### src/rtl/div_pkg.sv
`default_nettype none
// +----------------------------------------------------------------------+
// | div_pkg: shared width and state encoding for the sequential divider  |
// | Revision: 1.0                                                        |
// +----------------------------------------------------------------------+
package div_pkg;

  localparam int DEF_N = 4;

  typedef enum logic [1:0] {
    IDLE = 2'd0,
    SH   = 2'd1,
    SUB  = 2'd2,
    DONE = 2'd3
  } state_t;

endpackage
`default_nettype wire

### src/rtl/div_control.sv
`default_nettype none
// +----------------------------------------------------------------------+
// | div_control: shift / subtract-restore sequencer for seq_divider      |
// | Revision: 1.0                                                        |
// +----------------------------------------------------------------------+
module div_control
  import div_pkg::*;
(
  input  logic Clk,
  input  logic Reset,
  input  logic Start,
  input  logic K,
  input  logic Z,
  input  logic B,
  output logic Load,
  output logic LoadZ,
  output logic Sh,
  output logic Sub,
  output logic Busy,
  output logic Done
);

  state_t r_state;
  state_t w_next;

  always_ff @(posedge Clk or posedge Reset) begin
    if (Reset) r_state <= IDLE;
    else       r_state <= w_next;
  end

  always_comb begin
    w_next = r_state;
    Load   = 1'b0;
    LoadZ  = 1'b0;
    Sh     = 1'b0;
    Sub    = 1'b0;
    Busy   = 1'b0;
    Done   = 1'b0;
    case (r_state)
      IDLE: begin
        if (Start) begin
          if (Z) begin
            LoadZ  = 1'b1;
            w_next = DONE;
          end else begin
            Load   = 1'b1;
            w_next = SH;
          end
        end
      end
      SH: begin
        Busy   = 1'b1;
        Sh     = 1'b1;
        w_next = SUB;
      end
      SUB: begin
        Busy   = 1'b1;
        // Commit the difference only when it did not borrow; otherwise restore.
        Sub    = ~B;
        w_next = K ? DONE : SH;
      end
      DONE: begin
        Done   = 1'b1;
        w_next = IDLE;
      end
      default: w_next = IDLE;
    endcase
  end

endmodule
`default_nettype wire

### src/rtl/seq_divider.sv
`default_nettype none
// +----------------------------------------------------------------------+
// | seq_divider: restoring shift-subtract unsigned divider, 1 bit / 2clk |
// | Revision: 1.0                                                        |
// +----------------------------------------------------------------------+
module seq_divider
  import div_pkg::*;
#(
  parameter int N = DEF_N
) (
  input  logic         Clk,
  input  logic         Reset,
  input  logic         Start,
  input  logic [N-1:0] Dividend,
  input  logic [N-1:0] Divisor,
  output logic [N-1:0] Quotient,
  output logic [N-1:0] Remainder,
  output logic         Busy,
  output logic         Done,
  output logic         DivByZero
);

  localparam int c_cnt_w = $clog2(N + 1);

  // r_acc = {R[N:0], Q[N-1:0]}
  logic [2*N:0]       r_acc;
  logic [N-1:0]       r_dreg;
  logic [c_cnt_w-1:0] r_cnt;
  logic               r_dbz;

  logic               w_load;
  logic               w_loadz;
  logic               w_sh;
  logic               w_sub;
  logic               w_k;
  logic               w_z;
  logic               w_b;
  logic [N+1:0]       w_diff;

  assign w_z    = (Divisor == '0);
  assign w_k    = (r_cnt == '0);
  // One extra MSB so the borrow of the N+1-bit subtraction falls out directly.
  assign w_diff = {1'b0, r_acc[2*N:N]} - {2'b00, r_dreg};
  assign w_b    = w_diff[N+1];

  div_control u_ctrl (
    .Clk   (Clk),
    .Reset (Reset),
    .Start (Start),
    .K     (w_k),
    .Z     (w_z),
    .B     (w_b),
    .Load  (w_load),
    .LoadZ (w_loadz),
    .Sh    (w_sh),
    .Sub   (w_sub),
    .Busy  (Busy),
    .Done  (Done)
  );

  always_ff @(posedge Clk or posedge Reset) begin
    if (Reset) begin
      r_acc  <= '0;
      r_dreg <= '0;
      r_cnt  <= '0;
      r_dbz  <= 1'b0;
    end else if (w_load) begin
      r_acc  <= {{(N+1){1'b0}}, Dividend};
      r_dreg <= Divisor;
      r_cnt  <= c_cnt_w'(N);
      r_dbz  <= 1'b0;
    end else if (w_loadz) begin
      r_acc  <= {1'b0, Dividend, {N{1'b1}}};
      r_dreg <= Divisor;
      r_dbz  <= 1'b1;
    end else if (w_sh) begin
      r_acc  <= {r_acc[2*N-1:0], 1'b0};
      r_cnt  <= r_cnt - c_cnt_w'(1);
    end else if (w_sub) begin
      r_acc[2*N:N] <= w_diff[N:0];
      r_acc[0]     <= 1'b1;
    end
  end

  assign Quotient  = r_acc[N-1:0];
  assign Remainder = r_acc[2*N-1:N];
  assign DivByZero = r_dbz;

endmodule
`default_nettype wire

### config.mk
export PLATFORM = sky130hd
export DESIGN_NAME = seq_divider
export DESIGN_NICKNAME = d
export VERILOG_FILES = /design/src/rtl/div_pkg.sv /design/src/rtl/div_control.sv /design/src/rtl/seq_divider.sv
export SDC_FILE = /design/constraint.sdc
export NUM_CORES = 1
export LEC_CHECK = 0
export CAP_MARGIN = 20
export CORE_ASPECT_RATIO = 1.75
export CORE_MARGIN = 2
export CORE_UTILIZATION = 32
export CTS_CLUSTER_DIAMETER = 80
export DETAILED_ROUTE_END_ITERATION = 7
export GPL_TIMING_DRIVEN = 0
export SLEW_MARGIN = 20
export SYNTH_ARGS = -nofsm -noshare
export SYNTH_HDL_FRONTEND = slang
export SYNTH_SLANG_ARGS = --single-unit
### constraint.sdc
create_clock -name Clk -period 2.8 [get_ports Clk]
set_input_delay 0.56 -clock Clk [delete_from_list [all_inputs] [get_ports Clk]]
set_output_delay 0.56 -clock Clk [all_outputs]
set_load 0.005 [all_outputs]
== Word-level counts from Yosys, hierarchy flattened ==
Index checks and enable logic that the tools add are counted.

* Add/sub/neg operators: 2
* Eq/ne operators: 5
* Multiplexer cells: 28
* Bitwise gates (word level): 1
* Reductions and logical operators: 9

{| class="wikitable"
|+ Operators with widths
! operator !! number
|-
| 9-bit 2-to-1 mux || 2
|-
| 1-bit 2-to-1 mux || 14
|-
| 3-bit 2-to-1 mux || 4
|-
| 5-bit 2-to-1 mux || 2
|-
| 4-bit 2-to-1 mux || 2
|-
| 2-bit case mux with 4 select lines || 1
|-
| 2-bit 2-to-1 mux || 3
|-
| 5-bit by 4-bit subtractor with 6-bit output || 1
|-
| 2-bit == test (second input constant) || 2
|-
| 4-bit logical NOT || 1
|-
| 2-bit nonzero test || 2
|-
| 4-bit nonzero test || 1
|-
| 3-bit logical NOT || 1
|-
| 3-bit nonzero test || 1
|-
| 3-bit by 1-bit subtractor with 3-bit output (second input constant) || 1
|-
| 2-bit by 1-bit == test with 1-bit output (second input constant) || 1
|-
| 2-bit logical NOT || 1
|-
| 2-bit by 1-bit inequality test with 1-bit output (second input constant) || 1
|-
| 2-bit inequality test (second input constant) || 1
|-
| 2-bit AND reduction || 1
|-
| 2-bit OR reduction || 1
|-
| 1-bit NOT || 1
|}

* Register bits after elaboration: 19
* Input bits: 11
* Output and inout port bits: 11
* Word-level logic and storage cells: 51

== Depth between registers and ports, before layout ==
Gate-level depths: netlist of run 1.

* Word-level depth: 7
* Mapped depth: 8
* Gate-level depth less buffers: 8

== By module ==
From an unflattened synthesis of run 1, not the netlist that was laid out.

* Cells, all modules: 135
* Area, all modules: 1252.5 um2

{| class="wikitable"
|+ By module, submodules not included
! module !! instances !! cells each !! area an instance (um2) !! sequential area each (um2)
|-
| seq_divider || 1 || 116 || 1084.8 || 425.4
|-
| div_control || 1 || 19 || 167.7 || 50.0
|}

== Worst setup path before layout of run 1 ==
Ideal clock, no wire load.

* Kind: register to register
* Start point: reg r_acc[6]
* End point: reg r_acc[7]
* Setup time: 120 ps
* Data arrival time: 1496 ps
* Required time: 2680 ps
* Slack: 1184 ps
* Cell stages (with the launch flop): 7
* Buffers on the path: 0
* Period minus slack after synthesis: 1616 ps
* Path through: dfrtp_1 -> ha_1 -> a21oi_1 -> a21bo_2 -> xnor2_1 -> o21ai_2 -> a31o_1

* Word-level cells in the longest chain between the ends: 5
* Elaborated cells on any way between the ends: 8
* Classes of those cells: 1 x add/sub; 5 x mux; 1 x bitwise; 1 x reduce/logical

{| class="wikitable"
|+ Ends and longest elaborated chain
! what !! RTL line !! text
|-
| from (decl) || seq_divider.sv:26 || <nowiki>logic [2*N:0] r_acc;</nowiki>
|-
| from (signal assigned) || seq_divider.sv:68 || <nowiki>r_acc <= {{(N+1){1'b0}}, Dividend};</nowiki>
|-
| from (signal assigned) || seq_divider.sv:73 || <nowiki>r_acc <= {1'b0, Dividend, {N{1'b1}}};</nowiki>
|-
| from (signal assigned) || seq_divider.sv:77 || <nowiki>r_acc <= {r_acc[2*N-1:0], 1'b0};</nowiki>
|-
| 5-bit by 4-bit subtractor with 6-bit output || seq_divider.sv:43 || <nowiki>assign w_diff = {1'b0, r_acc[2*N:N]} - {2'b00, r_dreg};</nowiki>
|-
| 5-bit 2-to-1 mux || seq_divider.sv:79 || <nowiki>end else if (w_sub) begin</nowiki>
|-
| 5-bit 2-to-1 mux || seq_divider.sv:76 || <nowiki>end else if (w_sh) begin</nowiki>
|-
| 9-bit 2-to-1 mux || seq_divider.sv:72 || <nowiki>end else if (w_loadz) begin</nowiki>
|-
| 9-bit 2-to-1 mux || seq_divider.sv:67 || <nowiki>end else if (w_load) begin</nowiki>
|}

Several ways; a longest one is shown, not always the timed one. The select of a mux whose other input is x is not followed.
A chain may end at the register's enable or synchronous reset.

== Worst setup path after layout of run 1 ==
* Start point: reg u_ctrl.r_state[0]
* End point: out Busy

* Word-level cells in the longest chain between the ends: 3
* Elaborated cells on any way between the ends: 4
* Classes of those cells: 2 x eq/ne; 1 x mux; 1 x reduce/logical

{| class="wikitable"
|+ Ends and longest elaborated chain
! what !! RTL line !! text
|-
| from (decl) || div_control.sv:23 || <nowiki>state_t r_state;</nowiki>
|-
| from (signal assigned) || div_control.sv:28 || <nowiki>else r_state <= w_next;</nowiki>
|-
| 2-bit by 1-bit == test with 1-bit output or 2-bit == test (tied branches) || div_control.sv:39 || <nowiki>case (r_state)</nowiki>
|-
| 2-bit OR reduction (no line) (*) || n/a ||
|-
| 1-bit 2-to-1 mux (*) || div_control.sv:39 ||
|-
| to (decl) || seq_divider.sv:18 || <nowiki>output logic Busy,</nowiki>
|}

Every way passes the cells marked *; elsewhere a longest branch is shown, timed or not.

==> key figures, run 1 <==
Cells and area
  – Final #Nets: 183
  – Final Util: 0.414
  – Ant. Diodes: 0
  – Final instance area: 1600 µm²
  – Most frequent cells in the layout: clkdlybuf4s50_1, dfrtp_1, a21oi_1, inv_1, ha_1
  – Most common cell after layout, fill and taps aside: clkdlybuf4s50_1
  – Layout cells sized above 1: 0.177
  – Fill count: 400
  – Layout area overhead: 24.7%

Routing
  – Vias per inst: 4.87
  – Drt total wl: 2760 µm
  – 1st-iter DRT viols: 7
  – Vias: 1,004
  – Wire per inst: 13.4 µm
  – Total iterations of the first detailed-routing run: 3
  – DRT antenna net count: 0
  – DRC Markers: 0

Logic synthesis
  – Synth area leader: dfrtp_1
  – Syn. warnings: 0
  – Netlist Area Pre-Place: 1280 µm²
  – Avg Synthesized Cell Area: 9.64 µm²
  – Post-Syn Instances: 133
  – Seq/Total Area, Yosys: 0.371
  – Synthesized Nets: 157
  – Top cell type's share of synthesized area: 0.371
  – Post-synth cell types: 32
  – Synth Register Bits: 19
  – Top cells by area, synth: dfrtp_1, ha_1, a21oi_1, buf_4, inv_1

Timing
  – WHS: 0.492 ns
  – Ratio of final minimum period to clock period: 0.757
  – Worst Max-Slew Pin Slew: 0.756 ns
  – Final min period: 2.12 ns
  – Clock Skews: 0.00172 ns
  – Unrepaired setup endpoints after global routing: no
  – TNS Setup: 0 ns
  – Slew Viols, Final: 0
  – Max_slew headroom: 0.495
  – F_max: 472 MHz
  – Final setup vio count: 0
  – Final Hold Fails: 0

Die
  – Die area: 4550 µm²
  – Initial Utilization: 0.332
  – Row count: 30
  – Core box area: 3870 µm²
  – Die height: 87.7 µm
  – I/O Pins: 22
  – Die X: 51.9 µm

Global routing
  – First-pass GRT wire length: 4520 µm
  – All-Layer GR Usage: 0.131
  – Initial antenna violation count: 0
  – Largest net degree at the start of global routing: 20
  – GR Overflow Total: 0
  – Number of global-route vias before repair: 1,040

Clock tree
  – Setup Buffers After CTS: 0
  – Later-pin clock latency in the skew report: 0.26 ns
  – CTS Hold Buffers Added: 0
  – Clk pin slew, worst setup/hold paths: 0.08 ns
  – CTS tree: yes
  – H-tree levels: 1
  – CTS Buf Count: 3
  – Resize count post-CTS: 0
  – CTS Sinks: 19
  – Clk buf depth: 2
  – Clock Root Buffer: clkbuf_8

Placement
  – Hpwl dp: 2130 µm
  – Dpl cell area: 1550 µm²
  – Placer Congestion: 0.811
  – IO buf count: 21

Power
  – Switching power: 0.774 mW
  – Sequential fraction of design power: 0.272
  – Worst vdd ir: 513 µV
  – Leak: 0.732 nW
  – Final Power: 1.93 mW
  – Sw Share: 0.401
  – Clk pwr share: 0.104
  – Pwr per Cell Area: 1210 nW/µm²
  – Logic pwr share: 0.624
  – Int Pwr: 1.16 mW

Setup path
  – Crit path DAT: 1.56 ns
  – CP endpoint kind: output pin
  – Setup crit start: u_ctrl.r_state[0]
  – Critical R2R Launch: r_acc[5]
  – Crit-path max cell delay: 0.49 ns
  – Reg2Reg Capture Point: r_acc[7]
  – Critical-path top delay cell: clkdlybuf4s50_1
  – Worst Reg-to-Reg Cells: 5
  – Startpoint types: flip-flop
  – Crit path buffers/inverters: 2
  – Critical path depth: 3
  – Critical path's top delay family: buffers and inverters
  – Critical path destination: Busy
  – Critical path type: reg -> out
  – R2R setup slack: 1.02 ns
  – Worst-path fanout max: 4
  – Worst EP required: 2.24 ns
  – Worst-path cell chain: inv_1 -> ha_1 -> clkdlybuf4s50_1

Status
  – Outcome: complete, no violations

Min path
  – HP Class: reg -> reg

Run
  – Max-cap violation count: 0
[worst min-delay path by stage]
stage	depth (start not counted)	end	from	slack, ns
after global placement	1	r_cnt[0]	r_cnt[0]	0.47
after CTS	1	r_cnt[0]	r_cnt[0]	0.50
after global routing	1	DivByZero	DivByZero	0.52
final	1	r_cnt[0]	r_cnt[0]	0.49
after detailed placement	1	r_cnt[0]	r_cnt[0]	0.48
after floorplan	1	r_cnt[0]	r_cnt[0]	0.45
[cell families after synthesis]
kind of cell    after synthesis  share of synthesized area
compound gates               38                      0.189
buf+inv                      27                      0.122
simple gates                 26                      0.106
flops                        19                      0.371
fa+ha+maj                    13                      0.133
mux                           7                     0.0585
xor+xnor                      3                     0.0205
[final cells by class]
type,count,area (µm²),share of cell area
multi-input combinational,87,651,0.407
sequential,19,475,0.297
timing repair buffer,21,210,0.131
buffer,13,104,0.0649
tap,48,60.1,0.0376
inverter,14,52.6,0.0329
clock buffer,3,41.3,0.0258
clock inverter,1,5.00,0.00313
[cells in the mapped netlist]
library cell	instances
o21ai_0	9
a41oi_1	1
mux2_2	4
nand3_2	1
nand2_1	8
a21oi_1	15
buf_6	1
a31o_1	1
a211o_1	1
nor2b_1	2
clkbuf_8	1
a31oi_1	1
o21ai_2	1
nor2b_2	1
o2111ai_1	1
nor4_4	1
inv_1	14
buf_4	10
a22oi_1	3
mux2i_1	3
nor2_1	9
a21o_1	1
a221oi_2	1
a21o_2	2
ha_1	12
a21bo_2	1
xnor2_1	2
xor2_1	1
nor3_1	4
dfrtp_1	19
clkbuf_1	1
fa_1	1
[registers in the layout (all words and copies together) (netlist names)]
name and count:
r_acc 9, r_dreg 4, u_ctrl.r_state 2, DivByZero 1, r_cnt 3
[per-layer routing]
metal | vias up | share of wire | wire, µm | track usage
met3 | 5 | 0.028 | 77 | 0.0188
met4 | 0 | 0.014 | 40 | 0.0455
li1 | 498 | - | - | -
met5 | - | 0 | 0 | 0
met2 | 18 | 0.52 | 1440 | 0.232
met1 | 483 | 0.44 | 1210 | 0.158
[metrics by stage]
step / setup WS, ns / instances
after floorplan: 1.18 / 133
after global placement: 0.575 / 202
after detailed placement: 0.556 / 202
after CTS: 0.667 / 206
after global routing: 0.595 / 206
final: 0.680 / 206
[power by group through the flow]
| stage | clock, mW | sequential, mW | combinational [mW] |
|---|---|---|---|
| 3_3_place_gp | 0 | 0.527 | 1.19 |
| 6_report | 0.201 | 0.525 | 1.21 |
| 5_1_grt | 0.217 | 0.547 | 1.36 |
| 3_5_place_dp | 0 | 0.533 | 1.21 |
| 2_1_floorplan | 0 | 0.496 | 0.888 |
| 4_1_cts | 0.206 | 0.527 | 1.23 |
[worst register-to-register path: stages (launching register included)]
cell	delay, ns
dfrtp_1	0.43
ha_1	0.29
nor2b_2	0.16
o2111ai_1	0.30
nand3_2	0.25
a31o_1	0.25
Note: power is estimated with default switching activity, not from simulation.
==> inputs of run 2 (changes only) <==
Clock period 2.8 ns to 1.7 ns, I/O delays scaled along.
==> key figures, run 2 (synthesis gave the netlist of run 1 again) <==
Status
  – Outcome: complete, no violations

Cells and area
  – Layout cells sized above 1: 0.304
  – Top reg by flops: r_acc
  – Most common cell after layout, fill and taps aside: buf_4
  – Max reg flops: 9
  – Most frequent cells in the layout: buf_4, dfrtp_1, clkdlybuf4s50_1, a21oi_1, inv_1
  – Final #Nets: 193
  – Top flop regs: r_acc x9, r_dreg x4, r_cnt x3
  – Area occupied by registers: 477 µm²
  – Layout area overhead: 36.9%
  – Fill count: 379
  – Ant. Diodes: 0
  – Post-route insts no fill: 216
  – Area of the multi-input gates: 737 µm²

Clock tree
  – Clock Root Buffer: clkbuf_8
  – Clk buf depth: 2
  – Later-pin clock latency in the skew report: 0.26 ns
  – CTS Sinks: 19
  – CTS tree: yes
  – CTS Buf Count: 3
  – H-tree levels: 1
  – Clk pin slew, worst setup/hold paths: 0.08 ns
  – CTS Hold Buffers Added: 0

Routing
  – DRT antenna net count: 0
  – Vias: 1,074
  – Wire per inst: 14.1 µm
  – Vias per inst: 4.97
  – Drt total wl: 3040 µm
  – 1st-iter DRT viols: 17
  – DRC Markers: 0
  – Total iterations of the first detailed-routing run: 4

Global routing
  – Largest net degree at the start of global routing: 20
  – All-Layer GR Usage: 0.143
  – Initial antenna violation count: 0
  – First-pass GRT wire length: 4900 µm
  – Number of global-route vias before repair: 1,103
  – GR Overflow Total: 0

Placement
  – Dpl cells: 202
  – Hpwl dp: 2130 µm
  – Placer Congestion: 0.811
  – IO buf count: 21

Setup path
  – Crit-path max cell delay: 0.40 ns
  – Worst Reg-to-Reg Cells: 8
  – Critical-path top delay cell: dfrtp_1
  – CP endpoint kind: flip-flop
  – Crit path top cell by count: inv_1
  – Crit path DAT: 1.83 ns
  – Worst EP required: 1.85 ns
  – Critical path depth: 8
  – Crit path buffers/inverters: 2
  – Startpoint types: flip-flop
  – Worst-path cell chain: inv_1 -> ha_2 -> fa_2 -> inv_1 -> a21o_1 -> a221oi_2 -> xnor2_1 -> a21oi_1
  – Critical path type: reg -> reg
  – Worst-path fanout max: 3
  – Critical path's top delay family: compound AO/OA/AOI/OAI gates

Timing
  – Final Hold Fails: 0
  – Final min period: 1.68 ns
  – Slew Viols, Final: 0
  – F_max: 597 MHz
  – Max_slew headroom: 0.497
  – Final setup vio count: 0
  – Clock Skews: 0.00421 ns
  – WHS: 0.491 ns
  – Worst Max-Slew Pin Slew: 0.753 ns
  – Ratio of final minimum period to clock period: 0.986
  – Unrepaired setup endpoints after global routing: yes

Min path
  – HP Class: reg -> reg
  – Hold depth: 1

Die
  – Die X: 51.9 µm
  – Initial Utilization: 0.332
  – Die area: 4550 µm²
  – I/O Pins: 22
  – Core box area: 3870 µm²
  – Row count: 30
  – Die height: 87.7 µm

Power
  – Pwr per Cell Area: 2080 nW/µm²
  – Leak: 0.807 nW
  – Worst vdd ir: 827 µV

Run
  – Max-cap violation count: 0
## run 2: cell types whose count changed in the layout (fill, tap and decap cells not counted), moves of 2 or more
cell             change
ha_1                 -3
buf_4                +9
inv_2                +2
dlygate4sd2_1        +2
ha_4                 +2
clkdlybuf4s50_1      -3
inv_1                -2
## run 2: per-layer routing
layer / GRT usage / up-vias / wire length, µm
met3: 0.0154 / 10 / 97
met4: 0.0670 / 0 / 86
li1: - / 519 / -
met1: 0.171 / 520 / 1280
met2: 0.250 / 25 / 1580
met5: 0 / - / 0
## run 2: path summary, 6_finish.rpt
path                               start  endpoint  slack [ns]
worst min register to register  r_cnt[0]  r_cnt[0]        0.49
worst min-delay path            r_cnt[0]  r_cnt[0]        0.49
min in group asynchronous          Reset  r_acc[5]        0.50
worst max register to register  r_acc[4]  r_acc[8]        0.02
worst max-delay path            r_acc[4]  r_acc[8]        0.02
max in group asynchronous          Reset  r_acc[6]        0.68
## run 2: per-stage QoR
step / setup WS [ns] / power, mW / area (µm²) / utilization / TNS (ns)
after global routing: -0.0445 / 3.96 / 1760 / 0.454 / -0.0689
after CTS: 0.0134 / 3.56 / 1720 / 0.444 / 0
after detailed placement: -0.324 / 2.88 / 1550 / 0.402 / -2.28
after global placement: -0.305 / 2.83 / 1550 / 0.402 / -2.11
after floorplan: 0.0845 / 2.28 / 1280 / - / 0
final: 0.0239 / 3.64 / 1760 / 0.454 / 0
## run 2: power breakdown
group	internal, mW	leakage (nW)	switching (mW)
Clock	0.164	0.0255	0.170
Sequential	0.682	0.223	0.177
Combinational	1.33	0.559	1.12
## run 2: cell type report
type / instances / share of cell area
plain buffers: 13 / 0.0599
multi-input cells: 88 / 0.420
well taps: 48 / 0.0342
clock inverters: 1 / 0.00285
flip-flops and latches: 19 / 0.272
clock buffers: 3 / 0.0235
repair buffers: 30 / 0.158
inverters: 14 / 0.0299
## run 2: worst register-to-register path, cell delays in order (launching register included)
cell      delay [ns]
dfrtp_1         0.40
inv_1           0.07
ha_2            0.21
fa_2            0.22
inv_1           0.05
a21o_1          0.16
a221oi_2        0.23
xnor2_1         0.14
a21oi_1         0.08
## run 2: what timing repair did
action	4_1_cts	5_1_grt
buffers inserted	8	1
gates resized for setup	12	10
setup endpoints to repair	8	11
pin swaps	2	3
cloned	1	0
==> inputs of run 3 (changes only) <==
Settings changed: CORE_MARGIN 2 to 10.
==> key figures, run 3 (synthesis gave the netlist of run 1 again) <==
Status
  – Outcome: complete, no violations

Timing
  – Final setup vio count: 0
  – F_max: 595 MHz
  – Slew Viols, Final: 0
  – Max_slew headroom: 0.494
  – Worst Max-Slew Pin Slew: 0.758 ns
  – Final min period: 1.68 ns
  – Clock Skews: 0.00291 ns
  – Ratio of final minimum period to clock period: 0.989
  – Final Hold Fails: 0
  – Unrepaired setup endpoints after global routing: yes

Die
  – Row count: 30
  – Die area: 7040 µm²
  – I/O Pins: 22
  – Die height: 104 µm
  – Core box area: 3870 µm²
  – Die X: 67.9 µm
  – Initial Utilization: 0.332

Power
  – Leak: 0.783 nW
  – Logic pwr share: 0.668
  – Sw Share: 0.406
  – Sequential fraction of design power: 0.238
  – Worst vdd ir: 1010 µV
  – Switching power: 1.45 mW
  – Clk pwr share: 0.094
  – Int Pwr: 2.12 mW
  – Pwr per Cell Area: 2070 nW/µm²

Placement
  – Dpl cell area: 1550 µm²
  – Placer Congestion: 0.795
  – IO buf count: 21
  – Hpwl dp: 2310 µm

Clock tree
  – CTS Sinks: 19
  – Clk pin slew, worst setup/hold paths: 0.08 ns
  – Clk buf depth: 2
  – CTS tree: yes
  – Clock Root Buffer: clkbuf_8
  – CTS Buf Count: 3
  – Later-pin clock latency in the skew report: 0.27 ns
  – H-tree levels: 1

Global routing
  – All-Layer GR Usage: 0.0987
  – GR Overflow Total: 0
  – Largest net degree at the start of global routing: 20
  – Initial antenna violation count: 0
  – First-pass GRT wire length: 5400 µm
  – Number of global-route vias before repair: 1,162

Routing
  – 1st-iter DRT viols: 25
  – Vias per inst: 4.88
  – DRT antenna net count: 0
  – Total iterations of the first detailed-routing run: 5
  – Vias: 1,045
  – Wire per inst: 14.9 µm
  – Drt total wl: 3200 µm
  – DRC Markers: 0

Cells and area
  – Area of the multi-input gates: 727 µm²
  – Layout cells sized above 1: 0.283
  – Fill count: 393
  – Top reg by flops: r_acc
  – Layout area overhead: 34.8%
  – Area occupied by registers: 478 µm²
  – Max reg flops: 9
  – Ant. Diodes: 0
  – Final instance area: 1730 µm²
  – Final #Nets: 191
  – Top flop regs: r_acc x9, r_dreg x4, r_cnt x3
  – Final Util: 0.447
  – Most frequent cells in the layout: clkdlybuf4s50_1, dfrtp_1, buf_4, a21oi_1, inv_1
  – Most common cell after layout, fill and taps aside: clkdlybuf4s50_1

Setup path
  – Critical path type: reg -> reg
  – Worst Reg-to-Reg Cells: 8
  – Worst-path fanout max: 3
  – Startpoint types: flip-flop
  – Crit path DAT: 1.84 ns
  – CP endpoint kind: flip-flop
  – Worst EP required: 1.86 ns

Min path
  – Hold depth: 1
  – HP Class: reg -> reg

Run
  – Max-cap violation count: 0
[run 3: final timing paths]
path                                start        end  slack (ns)
worst max-delay path             r_acc[4]   r_acc[8]        0.02
worst min-delay path            DivByZero  DivByZero        0.50
worst max register to register   r_acc[4]   r_acc[8]        0.02
worst min register to register  DivByZero  DivByZero        0.50
max in group asynchronous           Reset   r_acc[7]        0.67
min in group asynchronous           Reset   r_cnt[2]        0.51
[run 3: timing repair]
item | in CTS | in global routing
endpoints found under the hold margin | 0 | 0
hold buffers | 0 | 0
buffers inserted | 6 | 1
gates cloned | 1 | 0
setup endpoints to repair | 9 | 9
pin swaps | 3 | 0
resized for setup | 12 | 8
[run 3: stage by stage]
step | power (mW) | instances | hold slack (ns) | TNS (ns) | setup slack, ns
after global placement | 2.85 | 202 | 0.474 | -2.30 | -0.334
after floorplan | 2.28 | 133 | 0.291 | 0 | 0.0845
after detailed placement | 2.89 | 202 | 0.485 | -2.43 | -0.337
after global routing | 3.91 | 214 | 0.523 | -0.0544 | -0.0422
final | 3.57 | 214 | 0.502 | 0 | 0.0185
after CTS | 3.55 | 213 | 0.503 | 0 | 0.00313
[run 3: power by group through the flow]
stage / combinational [mW] / sequential, mW / clock (mW)
after floorplan: 1.46 / 0.818 / 0
after global placement: 1.98 / 0.865 / 0
after detailed placement: 2.01 / 0.876 / 0
after CTS: 2.35 / 0.853 / 0.341
after global routing: 2.66 / 0.886 / 0.357
final: 2.39 / 0.850 / 0.337
[run 3: cell type report]
cell class	instances	area share
clock inverter	1	0.00289
timing repair buffer	28	0.151
tap	48	0.0347
inverter	14	0.0304
buffer	13	0.0608
sequential	19	0.276
clock buffer	3	0.0239
multi-input combinational	88	0.420
[run 3: per-layer routing]
metal,share of wire,routed length [µm],track usage,vias to the layer above
met5,0,0,0,-
met4,0.024,78,0.0491,0
met3,0.040,128,0.0216,7
met2,0.57,1810,0.177,27
met1,0.37,1180,0.0996,495
li1,-,-,-,516
[run 3: critical path, stage by stage (launching register included)]
cell,delay [ns]
dfrtp_1,0.40
inv_1,0.07
ha_2,0.21
fa_2,0.22
inv_1,0.05
a21o_1,0.16
a221oi_2,0.23
xnor2_1,0.15
a21oi_1,0.08
